--- src/rtl/power_pkg.sv ---
// rtl/power_pkg.sv - shared types and constants for the power-domain sequencer
package power_pkg;

  localparam logic [7:0] PWR_SEQ_DEFAULT_SETTLE = 8'd4;
  localparam int unsigned PWR_SEQ_IDX_W = 3;

  typedef enum logic [3:0] {
    S_IDLE,
    S_ISO_ON,
    S_SAVE,
    S_RST_ASSERT,
    S_PWR_OFF,
    S_PWR_ON,
    S_RESTORE,
    S_RST_REL,
    S_ISO_OFF
  } pwr_seq_state_t;

  typedef struct packed {
    logic                     busy;
    logic [PWR_SEQ_IDX_W-1:0] active_domain;
    logic [31:0]              seq_count;
  } pwr_seq_status_t;

endpackage

--- src/rtl/power_rr_arbiter.sv ---
// rtl/power_rr_arbiter.sv - round-robin pick among pending domains with a registered pointer
module power_rr_arbiter #(
  parameter  int N = 5,
  localparam int W = (N > 1) ? $clog2(N) : 1
) (
  input  logic         i_clk,
  input  logic         i_rst_n,
  input  logic [N-1:0] i_req,
  input  logic         i_advance,
  output logic [W-1:0] o_grant_idx,
  output logic         o_grant_valid
);

  logic [W-1:0] r_ptr;
  logic [W-1:0] w_cand;
  int           w_sum;

  // first requesting index at or after the pointer; lowest offset wins
  always_comb begin
    o_grant_idx   = '0;
    o_grant_valid = 1'b0;
    w_cand        = '0;
    w_sum         = 0;
    for (int k = N - 1; k >= 0; k--) begin
      w_sum = int'(r_ptr) + k;
      if (w_sum >= N) w_sum = w_sum - N;
      w_cand = W'(w_sum);
      if (i_req[w_cand]) begin
        o_grant_idx   = w_cand;
        o_grant_valid = 1'b1;
      end
    end
  end

  // pointer moves just past the granted domain when a grant is taken
  always_ff @(posedge i_clk or negedge i_rst_n) begin
    if (!i_rst_n) begin
      r_ptr <= '0;
    end else if (i_advance && o_grant_valid) begin
      r_ptr <= (o_grant_idx == W'(N - 1)) ? '0 : o_grant_idx + W'(1);
    end
  end

endmodule

--- src/rtl/power_domain_sequencer.sv ---
// rtl/power_domain_sequencer.sv - one-at-a-time power up/down sequencing of domains
module power_domain_sequencer
  import power_pkg::*;
#(
  parameter  int NUM_DOMAINS      = 5,
  parameter  int SETTLE_W         = 8,
  parameter  int ISO_SETUP_CYCLES = 2,
  localparam int IDX_W = (NUM_DOMAINS > 1) ? $clog2(NUM_DOMAINS) : 1
) (
  input  logic                   clk_i,
  input  logic                   rst_ni,
  input  logic [NUM_DOMAINS-1:0] domain_en_req_i,
  input  logic [NUM_DOMAINS-1:0] retention_req_i,
  input  logic [SETTLE_W-1:0]    settle_cycles_i,
  output logic [NUM_DOMAINS-1:0] pwr_switch_o,
  output logic [NUM_DOMAINS-1:0] iso_en_o,
  output logic [NUM_DOMAINS-1:0] ret_save_o,
  output logic [NUM_DOMAINS-1:0] ret_restore_o,
  output logic [NUM_DOMAINS-1:0] domain_rst_no,
  output logic [NUM_DOMAINS-1:0] domain_on_o,
  output logic                   busy_o,
  output logic [IDX_W-1:0]       active_domain_o,
  output logic [31:0]            seq_count_o
);

  localparam int ISO_W = $clog2(ISO_SETUP_CYCLES + 1);
  localparam int CNT_W = (SETTLE_W > ISO_W) ? SETTLE_W : ISO_W;

  pwr_seq_state_t         r_state;
  logic [NUM_DOMAINS-1:0] r_pwr_switch, r_iso, r_save, r_restore, r_rst_n, r_on, r_retained;
  logic                   r_busy, r_ret;
  logic [IDX_W-1:0]       r_active;
  logic [31:0]            r_count;
  logic [SETTLE_W-1:0]    r_settle;
  logic [CNT_W-1:0]       r_cnt;

  logic [NUM_DOMAINS-1:0] w_pending;
  logic [IDX_W-1:0]       w_grant_idx;
  logic                   w_grant_valid;
  logic                   w_advance;
  logic [SETTLE_W-1:0]    w_settle;

  assign w_pending = domain_en_req_i ^ r_on;
  assign w_advance = (r_state == S_IDLE);
  assign w_settle  = (settle_cycles_i == '0) ? SETTLE_W'(1) : settle_cycles_i;

  power_rr_arbiter #(.N(NUM_DOMAINS)) u_arb (
    .i_clk         (clk_i),
    .i_rst_n       (rst_ni),
    .i_req         (w_pending),
    .i_advance     (w_advance),
    .o_grant_idx   (w_grant_idx),
    .o_grant_valid (w_grant_valid)
  );

  assign pwr_switch_o    = r_pwr_switch;
  assign iso_en_o        = r_iso;
  assign ret_save_o      = r_save;
  assign ret_restore_o   = r_restore;
  assign domain_rst_no   = r_rst_n;
  assign domain_on_o     = r_on;
  assign busy_o          = r_busy;
  assign active_domain_o = r_active;
  assign seq_count_o     = r_count;

  // sequencer FSM: only the active domain's controls change in any state
  always_ff @(posedge clk_i or negedge rst_ni) begin
    if (!rst_ni) begin
      r_state      <= S_IDLE;
      r_pwr_switch <= '1;
      r_iso        <= '0;
      r_save       <= '0;
      r_restore    <= '0;
      r_rst_n      <= '1;
      r_on         <= '1;
      r_retained   <= '0;
      r_busy       <= 1'b0;
      r_ret        <= 1'b0;
      r_active     <= '0;
      r_count      <= '0;
      r_settle     <= '0;
      r_cnt        <= '0;
    end else begin
      r_save    <= '0;
      r_restore <= '0;
      case (r_state)
        S_IDLE: begin
          if (w_grant_valid) begin
            r_active <= w_grant_idx;
            r_busy   <= 1'b1;
            r_settle <= w_settle;
            if (r_on[w_grant_idx]) begin
              r_ret               <= retention_req_i[w_grant_idx];
              r_iso[w_grant_idx]  <= 1'b1;
              r_cnt               <= CNT_W'(ISO_SETUP_CYCLES);
              r_state             <= S_ISO_ON;
            end else begin
              r_ret                     <= 1'b0;
              r_pwr_switch[w_grant_idx] <= 1'b1;
              r_cnt                     <= CNT_W'(w_settle);
              r_state                   <= S_PWR_ON;
            end
          end
        end
        S_ISO_ON: begin
          if (r_cnt == CNT_W'(1)) begin
            if (r_ret) begin
              r_save[r_active]     <= 1'b1;
              r_retained[r_active] <= 1'b1;
              r_state              <= S_SAVE;
            end else begin
              r_rst_n[r_active] <= 1'b0;
              r_state           <= S_RST_ASSERT;
            end
          end else begin
            r_cnt <= r_cnt - CNT_W'(1);
          end
        end
        S_SAVE: begin
          r_rst_n[r_active] <= 1'b0;
          r_state           <= S_RST_ASSERT;
        end
        S_RST_ASSERT: begin
          r_pwr_switch[r_active] <= 1'b0;
          r_cnt                  <= CNT_W'(r_settle);
          r_state                <= S_PWR_OFF;
        end
        S_PWR_OFF: begin
          if (r_cnt == CNT_W'(1)) begin
            r_on[r_active] <= 1'b0;
            r_count        <= r_count + 32'd1;
            r_busy         <= 1'b0;
            r_state        <= S_IDLE;
          end else begin
            r_cnt <= r_cnt - CNT_W'(1);
          end
        end
        S_PWR_ON: begin
          if (r_cnt == CNT_W'(1)) begin
            if (r_retained[r_active]) begin
              r_restore[r_active]  <= 1'b1;
              r_retained[r_active] <= 1'b0;
              r_state              <= S_RESTORE;
            end else begin
              r_rst_n[r_active] <= 1'b1;
              r_state           <= S_RST_REL;
            end
          end else begin
            r_cnt <= r_cnt - CNT_W'(1);
          end
        end
        S_RESTORE: begin
          r_rst_n[r_active] <= 1'b1;
          r_state           <= S_RST_REL;
        end
        S_RST_REL: begin
          r_iso[r_active] <= 1'b0;
          r_on[r_active]  <= 1'b1;
          r_count         <= r_count + 32'd1;
          r_busy          <= 1'b0;
          r_state         <= S_ISO_OFF;
        end
        S_ISO_OFF: r_state <= S_IDLE;
        default:   r_state <= S_IDLE;
      endcase
    end
  end

endmodule

--- config.mk ---
export PLATFORM = sky130hd
export DESIGN_NAME = power_domain_sequencer
export DESIGN_NICKNAME = d
export VERILOG_FILES = /design/src/rtl/power_pkg.sv /design/src/rtl/power_rr_arbiter.sv /design/src/rtl/power_domain_sequencer.sv
export SDC_FILE = /design/constraint.sdc
export NUM_CORES = 1
export LEC_CHECK = 0
export ABC_AREA = 1
export CAP_MARGIN = 20
export CORE_MARGIN = 2
export CORE_UTILIZATION = 38
export DETAILED_ROUTE_END_ITERATION = 10
export RECOVER_POWER = 50
export SLEW_MARGIN = 20
export SYNTH_ARGS = -nofsm -noshare
export SYNTH_HDL_FRONTEND = slang
export SYNTH_SLANG_ARGS = --single-unit
--- constraint.sdc ---
create_clock -name clk_i -period 9.57 [get_ports clk_i]
set_clock_uncertainty 0.1 [all_clocks]
set_input_delay 1.914 -clock clk_i [delete_from_list [all_inputs] [get_ports clk_i]]
set_output_delay 1.914 -clock clk_i [all_outputs]
set_load 0.03 [all_outputs]
==> key figures <==
Critical path
  • Critical Path Max Stage Delay: 1870 ps
  • Crit-path cells: clkbuf_1 -> clkbuf_1
  • Maximum fanout along the worst path: 48
  • CP startpoint kind: input pin
  • Slowest CP cell: clkbuf_1
  • CP endpoint kind: asynchronous set/reset pin
  • Family with the most delay on the worst path: buffers and inverters
  • Critical setup path kind: input pin to asynchronous set/reset pin
  • Buf+Inv Stages, Crit Path: 2
  • CP arrival: 5680 ps
  • Worst Path Required: 9410 ps
  • CP dominant cell by count: clkbuf_1

Timing
  • Post-route minimum period: 5840 ps
  • Worst Tran Pin Value: 2680 ps
  • Setup slack after layout: 3730 ps
  • Normalized max-slew margin: -78.7%
  • Final hold vios: 0
  • Slew Viols, Final: 98
  • RSZ-0062 raised after global routing: no
  • Period utilization: 61.0%
  • Fin Setup TNS: 0 ps
  • Fmax: 171 MHz
  • Setup-failing EPs final: 0

Floorplanning
  • Core footprint: 15000 µm²
  • Initial core utilization: 38.3%
  • Rows: 45
  • Die width: 127 µm
  • I/O pins: 86
  • Die Y: 127 µm
  • Die area: 16200 µm²

Run
  • Max Cap Violations: 2

Route
  • Initial DRC Count: 338
  • # DRC: 0
  • Total wire length: 15200 µm
  • Via count: 5008
  • Via density: 5.03
  • Routed WL per cell: 15.3 µm
  • Antenna Nets Post-Route: 0
  • TritonRoute pass-1 iters: 4

GRT
  • First-pass GRT wire length: 25000 µm
  • GRT Total Usage: 19.5%
  • Total gr overflow: 0
  • Vias in the first global route: 5041
  • Initial antenna violation count: 0
  • Largest net degree at the start of global routing: 49

Layout
  • Nets@finish: 836
  • Layout area overhead: 21.7%
  • Finished Core Util: 46.7%
  • # diodes: 0
  • Share of cells above drive strength 1: 11.4%

Clocking
  • Clk sinks: 95
  • Post-CTS setup buffers: 0
  • Clock-pin slew on the worst setup and hold paths: 60 ps
  • CTS tree: yes
  • H-tree Lvls: 3
  • CTS resizes: 0
  • Root Driver: clkbuf_16
  • CTS Buffer Depth: 2
  • Worst skew pair latency: 340 ps
  • Num CTS Buffers: 9
  • Hold buffers post-CTS: 0

Synth
  • Mapped cell area: 5760 µm²
  • Synth Area in Simple Gates: 31.5%
  • Xor/xnor share of the synthesized area: 7.08%
  • Largest family of logic cells by synthesized area: simple AND/OR/NAND/NOR gates
  • Synth Area in Compound Gates: 8.94%
  • Async SR Flop Fraction: 100%
  • Share of synthesized cell area in full adder, half adder and majority cells: 3.17%
  • Register area share after synthesis: 41.6%
  • Top_reg_cell synth: dfrtp_1
  • Synth cell types: 55
  • Syn_nets: 743
  • Avg Synthesized Cell Area: 8.13 µm²
  • Synth Instances: 709
  • Post-synth EDFFs: 0
  • Mux cell area share after synthesis: 0.868%
  • Yosys Warn Count: 0
  • Yosys reg bits: 95

Hold path
  • Hold crit path type: flip-flop to flip-flop

Placed design
  • Detailed-placement wirelength estimate: 11600 µm
  • Place WS: 4670 ps
  • Gpl congestion: 0.875
  • IO buf count: 85

Power and ir drop
  • Final Total Pwr: 0.775 mW
  • Leak: 3.26 nW
  • Peak supply drop: 68.7 µV
  • Pwr Density: 111 nW/µm²

Outcome
  • Status: complete, but fails checks
  • Failing checks: max-capacitance violations, max-slew violations
-- metrics by stage --
step	hold slack, ps	instance area (µm²)	instances
final	380	7020	995
after global routing	403	7020	995
after CTS	381	7100	995
after detailed placement	369	6830	979
after global placement	365	6830	979
after floorplan	349	5760	709
-- area by class of cell --
class	count	area, µm²
repair buffers	86	848
clock inverters	4	30.0
inverters	98	374
multi-input cells	512	2900
clock buffers	12	236
flip-flops and latches	95	2400
well taps	188	235
fillers	1452	8020
-- worst paths after layout --
| kind | startpoint | endpoint | slack, ps | cells after the start |
|---|---|---|---|---|
| hold reg to reg | seq_count_o[31] | seq_count_o[31] | 380 | 1 |
| setup / recovery | rst_ni | iso_en_o[3] | 3730 | 2 |
| setup reg to reg | r_cnt[1] | seq_count_o[26] | 5350 | 17 |
| max in group clk_i | domain_en_req_i[2] | u_arb.r_ptr[2] | 5040 | 17 |
| hold / removal | seq_count_o[31] | seq_count_o[31] | 380 | 1 |
| min in group asynchronous | rst_ni | ret_restore_o[0] | 2310 | 1 |
-- Yosys cell counts (3+ instances only) --
| cell type | n | area share, % |
|---|---|---|
| nand2_1 | 168 | 11 |
| inv_1 | 84 | 5.5 |
| dfrtp_1 | 80 | 35 |
| nor2_1 | 72 | 4.7 |
| nand3_1 | 39 | 3.4 |
| o21ai_0 | 29 | 2.5 |
| xnor2_1 | 22 | 3.3 |
| xor2_1 | 19 | 2.9 |
| dfstp_2 | 15 | 6.8 |
| nand2_2 | 14 | 1.5 |
| nand4_1 | 14 | 1.5 |
| a21oi_1 | 13 | 1.1 |
| ha_1 | 13 | 2.8 |
| nand3_2 | 13 | 2.3 |
| o21ai_1 | 12 | 1.0 |
| nor3_1 | 11 | 0.96 |
| inv_2 | 9 | 0.59 |
| nor2_4 | 7 | 1.4 |
| nor2_2 | 6 | 0.65 |
| nor4_1 | 6 | 0.65 |
| o31ai_1 | 6 | 0.78 |
| mux2i_1 | 5 | 0.87 |
| nand3b_1 | 5 | 0.65 |
| a221oi_1 | 4 | 0.61 |
| nand2_4 | 3 | 0.59 |
-- cell usage in the layout (no fill, tap or decap), types with 9 or more instances in the layout --
master / instances
nand2_1: 168
inv_1: 84
clkdlybuf4s50_1: 84
dfrtp_1: 80
nor2_1: 76
nand3_1: 40
o21ai_0: 29
xnor2_1: 22
xor2_1: 19
nand4_1: 15
dfstp_2: 15
nand2_2: 14
a21oi_1: 14
ha_1: 13
o21ai_1: 12
nand3_2: 12
nor3_1: 11
inv_2: 9
clkbuf_16: 9
-- worst reg2reg max path, stage by stage (launching register included) --
cell        delay (ps)
dfrtp_1            380
inv_1              100
ha_1               160
nand3_1             80
nor2_1             650
a21oi_1            480
clkinvlp_2         340
nand4_1            170
nor2_1             180
nand3_1            130
nor2_1             210
nand3_2            110
nand3b_1           210
nor2_1             260
nand3_4            160
nor2_2             160
nand2_1             80
xor2_1             150
-- layer usage --
layer | vias up | part of all wire (%) | global-route usage (%)
met5 | - | 0 | 0
met2 | 114 | 46 | 31.1
li1 | 2471 | - | -
met3 | 15 | 5.6 | 5.28
met4 | 0 | 1.2 | 5.30
met1 | 2408 | 47 | 26.3
-- report_power, final --
part / switching, mW / leakage, nW / internal, mW
Combinational: 0.0278 / 1.95 / 0.0148
Clock: 0.153 / 0.127 / 0.177
Sequential: 0 / 1.18 / 0.402
-- logic make-up (layout without fill, tap and decap cells) --
group                    after synthesis  after routing
AO/OA/AOI/OAI                         81             81
XOR/XNOR                              44             44
adder cells (fa/ha/maj)               14             14
buffers and inverters                102            200
flip-flops                            95             95
multiplexers                           5              5
AND/OR/NAND/NOR                      368            368
No activity file was read; power rests on OpenSTA's default activity.
